==> config.mk <==
export PLATFORM = sky130hd
export DESIGN_NAME = mult_sequencer
export DESIGN_NICKNAME = d
export VERILOG_FILES = /design/src/rtl/mult_sequencer.sv
export SDC_FILE = /design/constraint.sdc
export NUM_CORES = 1
export LEC_CHECK = 0
export CORE_UTILIZATION = 45
export CTS_BUF_LIST = sky130_fd_sc_hd__clkbuf_8
export DETAILED_ROUTE_END_ITERATION = 16
export PLACE_DENSITY = 0.76
export SLEW_MARGIN = 5
export SYNTH_ARGS = -nofsm -noshare
export SYNTH_HDL_FRONTEND = slang
export SYNTH_SLANG_ARGS = --single-unit
==> constraint.sdc <==
create_clock -name clk -period 2.3 [get_ports clk]
set_clock_uncertainty 0.15 [all_clocks]
set_input_delay 0.345 -clock clk [delete_from_list [all_inputs] [get_ports clk]]
set_output_delay 0.345 -clock clk [all_outputs]
set_load 0.02 [all_outputs]
==> src/rtl/mult_sequencer.sv <==
// Control sequencer for an N-coefficient polynomial multiplier built from two
// circular shift registers and a bank of accumulators (cyclic or negacyclic).
module mult_sequencer #(
    parameter int N  = 4,
    parameter int IW = $clog2(N)
) (
    input  logic          clk,
    input  logic          reset,
    input  logic          start,
    input  logic          mode,
    output logic          busy,
    output logic          done,
    output logic          CSR1_load,
    output logic          CSR1_en,
    output logic          CSR2_load,
    output logic          CSR2_en,
    output logic          acc_clr,
    output logic          mac_en,
    output logic          acc_neg,
    output logic [IW-1:0] idx_i,
    output logic [IW-1:0] idx_j
);

    typedef enum logic [1:0] {IDLE, LOAD, RUN, DONE} state_t;

    typedef struct packed {
        logic          busy;
        logic          done;
        logic          csr1_load;
        logic          csr1_en;
        logic          csr2_load;
        logic          csr2_en;
        logic          acc_clr;
        logic          mac_en;
        logic          acc_neg;
        logic [IW-1:0] idx_i;
        logic [IW-1:0] idx_j;
    } out_t;

    localparam logic [IW-1:0] LAST  = IW'(N - 1);
    localparam logic [IW:0]   N_EXT = (IW + 1)'(N);

    state_t        state_reg, state_next;
    logic [IW-1:0] i_reg, i_next;
    logic [IW-1:0] j_reg, j_next;
    logic          mode_reg, mode_next;
    out_t          out_reg, out_next;
    logic [IW:0]   sum_next;
    logic          i_last_next, j_last_next, run_next;

    always_comb begin
        state_next = state_reg;
        i_next     = i_reg;
        j_next     = j_reg;
        mode_next  = mode_reg;
        case (state_reg)
            IDLE: begin
                if (start) begin
                    state_next = LOAD;
                    mode_next  = mode;
                    i_next     = '0;
                    j_next     = '0;
                end
            end
            LOAD: begin
                state_next = RUN;
                i_next     = '0;
                j_next     = '0;
            end
            RUN: begin
                if (j_reg == LAST) begin
                    j_next = '0;
                    if (i_reg == LAST) begin
                        state_next = DONE;
                        i_next     = '0;
                    end else begin
                        i_next = i_reg + 1'b1;
                    end
                end else begin
                    j_next = j_reg + 1'b1;
                end
            end
            default: begin
                state_next = IDLE;
                i_next     = '0;
                j_next     = '0;
            end
        endcase
    end

    // Outputs are decoded from the upcoming register values and registered, so
    // each output is a pure function of the current state/counter registers.
    always_comb begin
        run_next    = (state_next == RUN);
        i_last_next = (i_next == LAST);
        j_last_next = (j_next == LAST);
        sum_next    = {1'b0, i_next} + {1'b0, j_next};
        out_next           = '0;
        out_next.busy      = (state_next != IDLE);
        out_next.done      = (state_next == DONE);
        out_next.csr1_load = (state_next == LOAD);
        out_next.acc_clr   = (state_next == LOAD);
        out_next.csr1_en   = run_next && j_last_next && !i_last_next;
        out_next.csr2_load = (state_next == LOAD) || (run_next && j_last_next && !i_last_next);
        out_next.csr2_en   = run_next && !j_last_next;
        out_next.mac_en    = run_next;
        // Product terms whose result index reaches x^N wrap with a sign flip.
        out_next.acc_neg   = run_next && mode_next && (sum_next >= N_EXT);
        out_next.idx_i     = run_next ? i_next : '0;
        out_next.idx_j     = run_next ? j_next : '0;
    end

    always_ff @(posedge clk) begin
        if (reset) begin
            state_reg <= IDLE;
            i_reg     <= '0;
            j_reg     <= '0;
            mode_reg  <= 1'b0;
            out_reg   <= '0;
        end else begin
            state_reg <= state_next;
            i_reg     <= i_next;
            j_reg     <= j_next;
            mode_reg  <= mode_next;
            out_reg   <= out_next;
        end
    end

    assign busy      = out_reg.busy;
    assign done      = out_reg.done;
    assign CSR1_load = out_reg.csr1_load;
    assign CSR1_en   = out_reg.csr1_en;
    assign CSR2_load = out_reg.csr2_load;
    assign CSR2_en   = out_reg.csr2_en;
    assign acc_clr   = out_reg.acc_clr;
    assign mac_en    = out_reg.mac_en;
    assign acc_neg   = out_reg.acc_neg;
    assign idx_i     = out_reg.idx_i;
    assign idx_j     = out_reg.idx_j;

endmodule

After elaboration in Yosys (flattened, before gate mapping)
Cells that the tools add are included.
- register bits after elaboration: 19
- bits in latches: 0
- bits in writable memories: 0
- ROM bits: 0
- input bits: 4
- output and inout port bits: 13
- word-level logic and storage cells: 52
- memories: 0
- add/sub/neg operators: 3
- $mul: 0
- div/mod/pow operators: 0
- order comparisons: 1
- eq/ne operators: 9
- shift operators: 0
- multiplexer cells: 13
- bitwise operators: 1
- reduce and logical (&&, ||, !) cells: 11
- operators by type and width (kind ; count):
    two-way mux 2 bit ; 8
    == test 2 bit, second input constant ; 7
    one-hot mux 2 bit (2 select lines) ; 2
    one-hot mux 2 bit (3 select lines) ; 1
    logical AND 1 bit ; 5
    adder 2 x 1 -> 2 bit, second input constant ; 2
    == test 2 x 1 -> 1 bit, second input constant ; 2
    adder 2 x 2 -> 3 bit ; 1
    >= comparator 3 bit, second input constant ; 1
    logical NOT 1 bit ; 2
    logical NOT 2 bit ; 1
    two-way mux 1 bit ; 2
    nonzero test 2 bit ; 1
    OR reduction 2 bit ; 1
    logical OR 1 bit ; 1
    NOT 1 bit ; 1

Longest topological paths before layout
- word-level depth: 8
- gate-level depth with buffers: 8
- depth with buffers taken out: 8

Worst setup path before layout
No wires, ideal clock.
- kind: reg-to-reg
- from: register state_reg[1]
- to: register out_reg (netlist bit acc_neg)
- setup time: 118 ps
- data arrival time: 1877 ps
- data required time: 2032 ps
- setup slack: 155 ps
- stages on the path, launching flop included: 9
- path buffers: 0
- period minus slack after synthesis: 2145 ps
- path through: dfxtp_1 inv_1 ha_1 and2b_2 a22oi_1 inv_1 ha_1 nor3b_1 o2111a_1
- elaborated cells between the ends (all ways): 15
- those cells by class: add/sub (1); order compare (1); eq/ne (3); mux (7); reduce/logical (3)
- RTL lines (what ; line ; source):
    start, declared ; 43 ; state_t state_reg, state_next;
    start signal, assigned ; 121 ; state_reg <= state_next;
    == test 2 bit or logical NOT 2 bit (tied branches) ; 56 ; case (state_reg)
    one-hot mux 2 bit (2 select lines) (*) ; 56 ;
    via j_next[1] ; 45 ; logic [IW-1:0] j_reg, j_next;
    adder 2 x 2 -> 3 bit (*) ; 97 ; sum_next = {1'b0, i_next} + {1'b0, j_next};
    >= comparator 3 bit (*) ; 108 ; out_next.acc_neg = run_next && mode_next && (sum_next >= N_EXT);
    logical AND 1 bit (*) ; 108 ;
    end signal, assigned ; 125 ; out_reg <= out_next;
    end, declared ; 47 ; out_t out_reg, out_next;
The timed path passes the listed nets; every way through them passes the cells marked *.
A chain may end at the register's enable or synchronous reset.

Worst setup path after layout
- from: register state_reg[1]
- to: register out_reg (netlist bit acc_neg)
- elaborated cells between the ends (all ways): 15
- those cells by class: add/sub (1); order compare (1); eq/ne (3); mux (7); reduce/logical (3)
- RTL lines (what ; line ; source):
    == test 2 bit or logical NOT 2 bit (tied branches) ; 56 ;
    one-hot mux 2 bit (2 select lines) (*) ; 56 ;
    via i_next[1] ; 44 ; logic [IW-1:0] i_reg, i_next;
    adder 2 x 2 -> 3 bit (*) ; 97 ;
    >= comparator 3 bit (*) ; 108 ;
    logical AND 1 bit (*) ; 108 ;
Marked as above.

==> flow_metrics.py <==
metrics = {
    "outcome": {
        "outcome": "finished clean",
    },
    "layout": {
        "fin_area_um2": 1030,
        "nets": 110,
        "final_common_cell": "dfxtp_1",
        "drive_gt1_share_pct": 21.4,
        "n_antenna_cell": 0,
        "final_core_util_pct": 66.9,
        "syn_to_final_growth_pct": 36.9,
        "final_cell_mix": "dfxtp_1 (19), clkdlybuf4s50_1 (16), nor2_1 (12), ha_1 (7), buf_4 (7)",
    },
    "yosys": {
        "synth_area_um2": 753,
        "synthesis.nets": 85,
        "synth_seq_cells": 19,
        "synth_top_cell_by_area": "dfxtp_1",
        "synthCells": 74,
        "ys.warnings.count": 0,
        "synthTopCellsByArea": "dfxtp_1 (50%), ha_1 (12%), nor2_1 (6.0%)",
        "seq_area_frac_synth_pct": 50.5,
        "yosysUniqueCellTypes": 27,
        "synth_top_area_share_pct": 50.5,
        "synth.avg_cell_area_um2": 10.2,
    },
    "timing": {
        "clock.fmax_ghz": 0.457,
        "drv_slew": 0,
        "worstMarginPinSlew_ns": 0.257,
        "slew_headroom_pct": 82.7,
        "setup_viol": 0,
        "rsz0062_at_grt": "no",
        "fin_crit_sh_pct": 95.2,
        "fin_crit_ns": 2.19,
        "hold_violations": 0,
    },
    "die": {
        "dieArea_um2": 1840,
        "fp.dieW_um": 42.9,
        "io_pins": 17,
        "fp.dieH_um": 42.9,
        "initial_utilization_pct": 48.9,
        "row_count": 14,
        "core_um2": 1540,
    },
    "worst_setup_path": {
        "reg2reg_from": "state_reg[1]$_SDFF_PP0_",
        "worstSetupPathType": "reg -> reg",
        "worstReg2RegEnd": "acc_neg$_SDFF_PP0_",
        "critPathCaptureType": "flip-flop",
        "rr_worst_depth": 8,
        "path_max_fanout": 5,
        "crit_path_top_delay_cell": "dfxtp_1",
        "critical_path_arrival_ns": 2.19,
        "slowest_delay_ns": 0.40,
        "crit_chain": "inv_1 > ha_1 > and2b_2 > a22oi_2 > inv_1 > ha_1 > nor3b_1 > o2111a_1",
        "worstPathRequired_ns": 2.30,
        "start_kind": "flip-flop",
        "rrSetupSlack_ns": 0.11,
    },
    "min_path": {
        "holdCritStartpoint": "mode_reg$_SDFF_PP0_",
        "hp-class": "reg -> reg",
        "min_to": "mode_reg$_SDFF_PP0_",
        "whs_path_depth": 2,
    },
    "place": {
        "io_buffer_count": 16,
        "dp_hpwl_mm": 1.10,
        "placed_cell_area_um2": 970,
        "place.gp.congestion": 0.737,
    },
    "clock_network": {
        "htree_levels": 1,
        "clk_latency_ns": 0.25,
        "cts.clk_slew.worst_paths_ns": 0.07,
        "root_buffer": "clkbuf_8",
        "cts-buffers-inserted": 3,
        "cts_tree": "built",
        "clk_path_buf_depth": 2,
        "cts_sinks": 19,
        "post-cts-setup-buffers": 0,
        "cts_hold_buf": 0,
    },
    "power_and_ir_drop": {
        "p_leak_nw": 0.467,
        "power_density_nw_per_um2": 1080,
        "finalPower_mw": 1.11,
        "peakVddDrop_mv": 0.582,
    },
    "grt": {
        "grt_max_degree": 12,
        "grt_first_pass_wirelength_mm": 2.36,
        "grt_overflow": 0,
        "grt_usage_pct": 17.4,
        "grt_pass1_vias": 549,
        "antenna_found_initial": 0,
    },
    "route": {
        "vias": 593,
        "routed_wl_mm": 1.54,
        "wl_per_cell_um": 13.5,
        "dr.pass1.iters": 4,
        "drt-vias-per-instance": 5.20,
        "drc": 0,
        "dr.first_iter.drc_count": 3,
        "drt.antenna.violating_nets": 0,
    },
    "flow_run": {
        "cap_violations": 0,
    },
}
-- power breakdown --
part,total (mW),switching (mW),internal [mW]
combinational,0.458,0.242,0.216
sequential,0.427,0.0339,0.393
clock,0.227,0.106,0.120
-- through the flow --
step	hold WS, ns	setup WS, ns	instances	TNS, ns
floorplan	0.291	0.155	74	0
global route	0.337	0.0158	114	0
finish	0.318	0.110	114	0
global placement	0.307	0.0387	110	0
CTS	0.322	0.0615	114	0
detailed placement	0.313	-0.116	110	-0.155
-- cells in the mapped netlist (all sizes together) --
library cell,number
o21ai,1
ha,7
o2111a,1
nor2,12
buf,2
a211oi,1
and3,1
nor4,2
mux2,1
nand2,2
or4b,2
a21oi,3
nor3b,2
nand3,2
clkbuf,1
and2b,1
dfxtp,19
or2,1
o41ai,1
nor4bb,1
a22oi,2
and3b,1
nor3,2
inv,6
-- worst max-delay path by stage --
stage / from / to / slack [ns] / cells past startpoint
finish: state_reg[1]$_SDFF_PP0_ / acc_neg$_SDFF_PP0_ / 0.11 / 8
CTS: state_reg[1]$_SDFF_PP0_ / acc_neg$_SDFF_PP0_ / 0.06 / 8
floorplan: state_reg[1]$_SDFF_PP0_ / acc_neg$_SDFF_PP0_ / 0.16 / 8
detailed placement: start / acc_neg$_SDFF_PP0_ / -0.12 / 7
global route: state_reg[1]$_SDFF_PP0_ / acc_neg$_SDFF_PP0_ / 0.02 / 8
global placement: start / acc_neg$_SDFF_PP0_ / 0.04 / 7
-- critical path, delay by kind of cell (launching register included) --
| family | cells | cell delay (ns) |
|---|---|---|
| and+or+nand+nor | 2 | 0.39 |
| adders and majority gates | 2 | 0.51 |
| buffers and inverters | 2 | 0.14 |
| DFF | 1 | 0.40 |
| AOI/OAI and AO/OA | 2 | 0.49 |
-- timing repair --
action	4_1_cts	5_1_grt
endpoints found under the setup margin	0	3
gates resized for setup	0	3
endpoints found under the hold margin	0	0
-- final cells by class --
| class | count | area, um^2 |
|---|---|---|
| flip-flops and latches | 19 | 380 |
| inverters | 6 | 22.5 |
| fillers | 122 | 510 |
| multi-input cells | 46 | 349 |
| clock buffers | 3 | 41.3 |
| well taps | 16 | 20.0 |
| clock inverters | 1 | 5.00 |
| repair buffers | 23 | 213 |
-- kinds of logic (layout without fill, tap and decap cells) --
| kind of cell | Yosys count | after routing | share of synthesized area [%] |
|---|---|---|---|
| simple gates | 29 | 29 | 21.4 |
| flops | 19 | 19 | 50.5 |
| compound gates | 9 | 9 | 9.80 |
| buf+inv | 9 | 33 | 5.15 |
| fa+ha+maj | 7 | 7 | 11.6 |
| mux | 1 | 1 | 1.49 |
-- metal layers --
layer / wire length, um / vias up / GRT usage [%]
met1: 688 / 276 / 18.1
met5: 0 / - / 0
met4: 14 / 0 / 5.63
met3: 56 / 2 / 5.11
met2: 781 / 14 / 32.7
li1: - / 301 / -
(Power assumes the default switching activity.)
